## src/rtl/aes_round_scheduler.sv

```systemverilog
// Sequences the shared AES round datapath between the key loader and the USB encrypt path.
// Edge-detects both slow request levels, arbitrates key-first and steps rounds 0..NUM_ROUNDS.
module aes_round_scheduler #(
   parameter int unsigned NUM_ROUNDS = 10
) (
   input  logic                                clk,
   input  logic                                rst,
   input  logic                                key_req,
   input  logic                                data_req,
   input  logic                                core_ready,
   output logic                                load,
   output logic                                op_sel,
   output logic                                round_en,
   output logic [$clog2(NUM_ROUNDS+1)-1:0]     round_num,
   output logic                                key_ack,
   output logic                                data_ack,
   output logic                                key_valid,
   output logic                                busy,
   output logic                                overrun
);

   localparam int unsigned RW = $clog2(NUM_ROUNDS + 1);

   typedef enum logic [1:0] {
      ST_IDLE   = 2'd0,
      ST_LOAD   = 2'd1,
      ST_ROUND  = 2'd2,
      ST_FINISH = 2'd3
   } state_t;

   state_t          state_q;
   logic [RW-1:0]   cnt_q;
   logic            key_prev_q, data_prev_q;
   logic            key_pend_q, data_pend_q;
   logic            key_valid_q, op_sel_q, load_q, busy_q;
   logic            key_ack_q, data_ack_q, overrun_q;

   logic            key_rise_c, data_rise_c, key_clr_c, data_clr_c, last_round_c;
   logic            key_pend_d, data_pend_d, overrun_d;

   // A rise coinciding with its own FINISH clear re-queues the job instead of flagging overrun.
   always_comb begin
      key_rise_c   = key_req  & ~key_prev_q;
      data_rise_c  = data_req & ~data_prev_q;
      key_clr_c    = (state_q == ST_FINISH) & ~op_sel_q;
      data_clr_c   = (state_q == ST_FINISH) &  op_sel_q;
      key_pend_d   = key_rise_c  | (key_pend_q  & ~key_clr_c);
      data_pend_d  = data_rise_c | (data_pend_q & ~data_clr_c);
      overrun_d    = (key_rise_c  & key_pend_q  & ~key_clr_c) |
                     (data_rise_c & data_pend_q & ~data_clr_c);
      last_round_c = (cnt_q == RW'(NUM_ROUNDS));
   end

   always_ff @(posedge clk) begin
      if (rst) begin
         state_q     <= ST_IDLE;
         cnt_q       <= '0;
         key_prev_q  <= 1'b0;
         data_prev_q <= 1'b0;
         key_pend_q  <= 1'b0;
         data_pend_q <= 1'b0;
         key_valid_q <= 1'b0;
         op_sel_q    <= 1'b0;
         load_q      <= 1'b0;
         busy_q      <= 1'b0;
         key_ack_q   <= 1'b0;
         data_ack_q  <= 1'b0;
         overrun_q   <= 1'b0;
      end else begin
         key_prev_q  <= key_req;
         data_prev_q <= data_req;
         key_pend_q  <= key_pend_d;
         data_pend_q <= data_pend_d;
         overrun_q   <= overrun_d;
         load_q      <= 1'b0;
         key_ack_q   <= 1'b0;
         data_ack_q  <= 1'b0;
         case (state_q)
            ST_IDLE: begin
               // Key jobs win; an encrypt job waits until an expanded key exists.
               if (key_pend_q) begin
                  state_q     <= ST_LOAD;
                  op_sel_q    <= 1'b0;
                  load_q      <= 1'b1;
                  busy_q      <= 1'b1;
                  cnt_q       <= '0;
                  key_valid_q <= 1'b0;
               end else if (data_pend_q && key_valid_q) begin
                  state_q  <= ST_LOAD;
                  op_sel_q <= 1'b1;
                  load_q   <= 1'b1;
                  busy_q   <= 1'b1;
                  cnt_q    <= '0;
               end
            end
            ST_LOAD: state_q <= ST_ROUND;
            ST_ROUND: begin
               if (core_ready) begin
                  if (last_round_c) begin
                     state_q    <= ST_FINISH;
                     key_ack_q  <= ~op_sel_q;
                     data_ack_q <=  op_sel_q;
                  end else begin
                     cnt_q <= cnt_q + RW'(1);
                  end
               end
            end
            ST_FINISH: begin
               state_q <= ST_IDLE;
               busy_q  <= 1'b0;
               if (!op_sel_q) key_valid_q <= 1'b1;
            end
            default: state_q <= ST_IDLE;
         endcase
      end
   end

   // Round pulse follows the core's same-cycle ready so a stall costs exactly one cycle.
   assign round_en  = (state_q == ST_ROUND) & core_ready;
   assign round_num = cnt_q;
   assign load      = load_q;
   assign op_sel    = op_sel_q;
   assign key_ack   = key_ack_q;
   assign data_ack  = data_ack_q;
   assign key_valid = key_valid_q;
   assign busy      = busy_q;
   assign overrun   = overrun_q;

endmodule

```

## config.mk

```make
export PLATFORM = sky130hd
export DESIGN_NAME = aes_round_scheduler
export DESIGN_NICKNAME = d
export VERILOG_FILES = /design/src/rtl/aes_round_scheduler.sv
export SDC_FILE = /design/constraint.sdc
export NUM_CORES = 1
export LEC_CHECK = 0
export CORE_AREA = 3 3 50 52
export CTS_BUF_LIST = sky130_fd_sc_hd__clkbuf_4
export CTS_CLUSTER_SIZE = 30
export DETAILED_ROUTE_END_ITERATION = 7
export DIE_AREA = 0 0 53 55
export GPL_TIMING_DRIVEN = 0
export PLACE_DENSITY = 0.67
export REMOVE_ABC_BUFFERS = 1
export SLEW_MARGIN = 40
export SYNTH_ARGS = -nofsm -noshare
export SYNTH_HDL_FRONTEND = slang
export SYNTH_SLANG_ARGS = --single-unit
```

## constraint.sdc

```tcl
create_clock -name clk -period 2.37 [get_ports clk]
set_input_delay 0.474 -clock clk [delete_from_list [all_inputs] [get_ports clk]]
set_output_delay 0.474 -clock clk [all_outputs]
set_load 0.02 [all_outputs]
```

After elaboration in Yosys (flattened, before gate mapping)
Cells that the tools add are included.
W data, S select, Z words.
{ "word_totals": {"inputBits": 5, "register_bits": 17, "out_inout_bits": 12, "word_cells": 78} }
{ "classes": {"eq_ne": 10, "addsub": 1, "reduce_logical": 12, "muxes": 19, "bitwise_logic": 23} }
{ "op_table": {"columns": ["op", "count"], "rows": [
  ["$mux W4", 4],
  ["$and A1 B1 Y1", 11],
  ["$ne A2 B2 Y1 const B", 5],
  ["$not A1 Y1", 9],
  ["$mux W2", 4],
  ["$pmux W2 S4", 1],
  ["$pmux W4 S2", 1],
  ["$mux W1", 7],
  ["$reduce_and A3 Y1", 2],
  ["$reduce_bool A2 Y1", 3],
  ["$add A4 B1 Y4 const B", 1],
  ["$eq A2 B2 Y1 const B", 2],
  ["$eq A4 B4 Y1 const B", 1],
  ["$pmux W1 S2", 2],
  ["$reduce_and A2 Y1", 2],
  ["$reduce_and A4 Y1", 1],
  ["$reduce_or A4 Y1", 1],
  ["$ne A3 B3 Y1 const B", 1],
  ["$or A1 B1 Y1", 3],
  ["$eq A2 B1 Y1 const B", 1],
  ["$logic_not A2 Y1", 1],
  ["$reduce_or A2 Y1", 1],
  ["$logic_and A1 B1 Y1", 1]
]} }

Longest topological paths before layout
{ "depth": {"ltp_word": 5, "mapped_depth": 7, "mapped_depth_nobuf": 6} }

Worst setup path before layout
No wires, ideal clock.
{ "synth_path": {"path_type": "register to register", "startpoint": "register state_q[0]", "endpoint": "register cnt_q[1] (netlist: round_num[1])", "required_time_ns": 2.299, "stages_incl_launch_ff": 7, "n_path_buf": 1, "t_arrival_ns": 1.690, "setup_slack_ns": 0.610, "synth_period_minus_slack_ns": 1.760, "setup_ns": 0.071, "cell_sequence": "dfxtp_1 -> inv_1 -> ha_1 -> clkbuf_1 -> a211o_1 -> or4b_1 -> a21oi_1"} }
{ "synth_via": {"elab_chain_cells": 3, "word_cells_on_any_way": 8, "classes_between": "eq/ne (4); mux (1); reduce/logical (3)"} }
{ "synth_lines": {"columns": ["item", "line", "text"], "rows": [
  ["from (decl)", "31", "state_t state_q;"],
  ["from (signal assigned)", "56", "state_q <= ST_IDLE;"],
  ["from (signal assigned)", "82", "state_q <= ST_LOAD;"],
  ["from (signal assigned)", "89", "state_q <= ST_LOAD;"],
  ["$eq A2 B2 Y1 / $logic_not A2 Y1 (equally long branches)", "78", "case (state_q)"],
  ["$ne A2 B2 Y1 (no line) (tied with other cells)", null, null],
  ["$reduce_and A4 Y1 (no line)", null, null],
  ["to (signal assigned)", "104", "cnt_q <= cnt_q + RW'(1);"],
  ["to (decl)", "32", "logic [RW-1:0] cnt_q;"]
]} }
Several ways; a longest one is shown, not always the timed one.
A chain may end at the register's enable or synchronous reset.

Worst setup path after layout
{ "layout_path": {"startpoint": "register state_q[0]", "endpoint": "output port round_en"} }
{ "layout_via": {"elab_chain_cells": 2} }
{ "layout_lines": {"columns": ["item", "line", "text"], "rows": [
  ["$eq A2 B2 Y1", "119", "assign round_en = (state_q == ST_ROUND) & core_ready;"],
  ["$and A1 B1 Y1", "119", null],
  ["to (decl)", "13", "output logic round_en,"]
]} }
Every way passes these cells.

==> impl_metrics.csv <==
group,metric,value,unit
cts,htreeDepth,1,
detailed_routing,vias,706,
detailed_routing,wire_per_inst,11.6,um
logic_synthesis,ys_types,32,
cts,clock-sinks,17,
global_route,grt_pass1_wl,2.79,mm
worst_setup_path,worstSetupPathType,"reg2out",
power_and_ir_drop,peakVddDrop,424,uV
power_and_ir_drop,power_per_cell_area,805,nW/um2
worst_setup_path,end_kind,"primary output",
worst_setup_path,start_kind,"register",
logic_synthesis,yosys_most_used_dff,"dfxtp_1",
logic_synthesis,synth_edf_count,0,
timing,final.period_utilization,94.7,%
global_route,grt_use_total,13.1,%
logic_synthesis,synth.area.top_cells,"dfxtp_1 (41%), ha_1 (9.0%), a21oi_1 (5.4%), nor2b_1 (4.5%), o21ai_0 (4.2%)",
logic_synthesis,synth_area_leader_cell,"dfxtp_1",
timing,slew_viol_final,0,
timing,worstMarginPinSlew,0.644,ns
detailed_routing,via_per_inst,5.08,
logic_synthesis,synthesis.area,830,um2
global_route,antenna_found_initial,0,
detailed_routing,drt_wl_total,1.62,mm
logic_synthesis,synth_seq_cells,17,
timing,tns,0,ns
cts,root_buffer,"clkbuf_4",
cts,clk_pin_slew,0.10,ns
timing,fmax,0.446,GHz
cts,cts_buffers,3,
logic_synthesis,synthArstFlopShare,0,%
floorplanning,rows,17,
timing,setup_viol,0,
logic_synthesis,synth_top_area_share,41.0,%
worst_hold_path,hold_path.class,"reg2reg",
layout,nets,123,
timing,relSlewSlack,56.9,%
timing,rsz0062_at_grt,"no",
global_route,overflow,0,
cts,clkLatencyLatePin,0.28,ns
layout,fin_cells,139,
logic_synthesis,seq_area_frac_synth,41.0,%
detailed_routing,ant_nets,0,
logic_synthesis,syn-instance-count,95,
layout,drive_gt1_share,7.21,%
detailed_routing,drc,0,
floorplanning,dieHeight,55,um
placement,dp_cells,135,
placement,hpwl,1.17,mm
layout,antennaDiodeCount,0,
placement,gp_congestion,0.781,
logic_synthesis,yosysWarningCount,0,
logic_synthesis,synth_area_per_cell,8.73,um2
floorplanning,dieArea,2920,um2
timing,skew,0.00339,ns
cts,tritoncts,"done",
layout,synthToLayoutAreaGrowth,26.1,%
detailed_routing,first_pass_iters,4,
cts,clock_path_buffers,2,
floorplanning,initial_core_util,38.6,%
timing,final.min_clock_period,2.24,ns
global_route,grt_pass1_vias,656,
power_and_ir_drop,power.leakage,0.377,nW
timing,finalHoldViolations,0,
worst_setup_path,critPathArrivalTime,1.77,ns
floorplanning,die_w,53,um
logic_synthesis,synth_commonest_cells,"dfxtp_1 (17), a21oi_1 (9), o21ai_0 (7)",
logic_synthesis,yosysMostFrequentCell,"dfxtp_1",
worst_setup_path,worstPathMaxFanout,11,
global_route,grt_max_degree,19,
detailed_routing,drtIter0Drc,10,
placement,numPortBuffers,16,
floorplanning,ios,17,
run,drv_cap,0,
floorplanning,core_area,2150,um2
run_status,status,"finished, final reports clean",
cts,cts_setup_buffers,0,
worst_setup_path,cp_data_required_time,1.90,ns
-- metrics by stage --
step	instance area (um2)	util, %	hold WS [ns]	worst slack (ns)	total power, mW
after floorplan	811	-	0.473	0.586	0.585
after global routing	1050	48.7	0.521	0.0382	0.911
final	1050	48.7	0.484	0.126	0.842
after global placement	1010	46.8	0.460	0.169	0.662
after CTS	1040	48.2	0.490	0.0397	0.834
after detailed placement	1010	46.8	0.475	0.149	0.675
-- logic make-up after synthesis --
group	after synthesis	synth area share, %
AO/OA/AOI/OAI	24	17.6
buffers and inverters	10	4.98
AND/OR/NAND/NOR	36	24.7
flip-flops	17	41.0
adder cells (fa/ha/maj)	6	9.05
multiplexers	2	2.56
-- placed cells by master (no fill, tap or decap), drive strengths merged --
cell type,Yosys,routed
o21ai,7,7
a211oi,1,1
or4b,1,1
nor2,7,7
a221oi,2,2
nand2,5,5
nor2b,6,6
dfxtp,17,17
nand3b,2,2
nor4,1,1
a21oi,10,10
clkbuf,3,3
a211o,1,1
or3,1,1
and3b,1,1
mux2,1,1
nor3,3,3
mux2i,1,1
or2b,1,1
nand2b,3,3
and2,2,2
a2111oi,2,2
or2,1,1
ha,6,6
a31oi,1,1
inv,6,6
clkdlybuf4s50,0,16
nor4b,1,1
clkinv,0,1
nand3,1,1
-- flip-flops by register name, summed over array words and instances (netlist names) --
name         flops
state_q          2
key_valid        1
data_pend_q      1
overrun          1
data_ack         1
op_sel           1
round_num        4
key_ack          1
load             1
key_pend_q       1
busy             1
key_prev_q       1
data_prev_q      1
-- critical path: stages, from the launching register on --
cell and delay (ns):
dfxtp_1 0.34, inv_1 0.14, ha_4 0.21, nand2_1 0.11, inv_1 0.07, clkdlybuf4s50_1 0.60
-- metal layers --
layer | up-vias | global-route usage (%) | wire length [um]
li1 | 362 | - | -
met1 | 326 | 17.3 | 766
met2 | 16 | 20.2 | 763
met3 | 2 | 2.68 | 76
met4 | 0 | 6.38 | 12
met5 | - | 0 | 0
-- where the power goes --
group	internal, mW	switching (mW)	leakage [nW]
clock	0.0626	0.0922	0.0177
combinational	0.147	0.192	0.220
sequential	0.318	0.0299	0.139
total	0.528	0.315	0.377
-- repair_timing --
action,in CTS,in global routing
resized for setup,1,1
endpoints found under the setup margin,1,1
hold buffers,0,0
-- layout make-up --
class                      count  area [um2]
clock buffer                   3        22.5
clock inverter                 1        5.00
fill                         215        1100
inverter                       6        22.5
multi-input combinational     68         460
sequential                    17         340
tap                           28        35.0
timing repair buffer          16         160
-- path summary, 6_finish.rpt --
| kind | end | slack [ns] | from | depth (start not counted) |
|---|---|---|---|---|
| setup / recovery | round_en | 0.13 | state_q[0] | 5 |
| hold / removal | busy | 0.48 | busy | 2 |
| setup reg to reg | round_num[1] | 0.38 | state_q[0] | 6 |
| hold reg to reg | busy | 0.48 | busy | 2 |
Note: power is estimated with default switching activity, not from simulation.
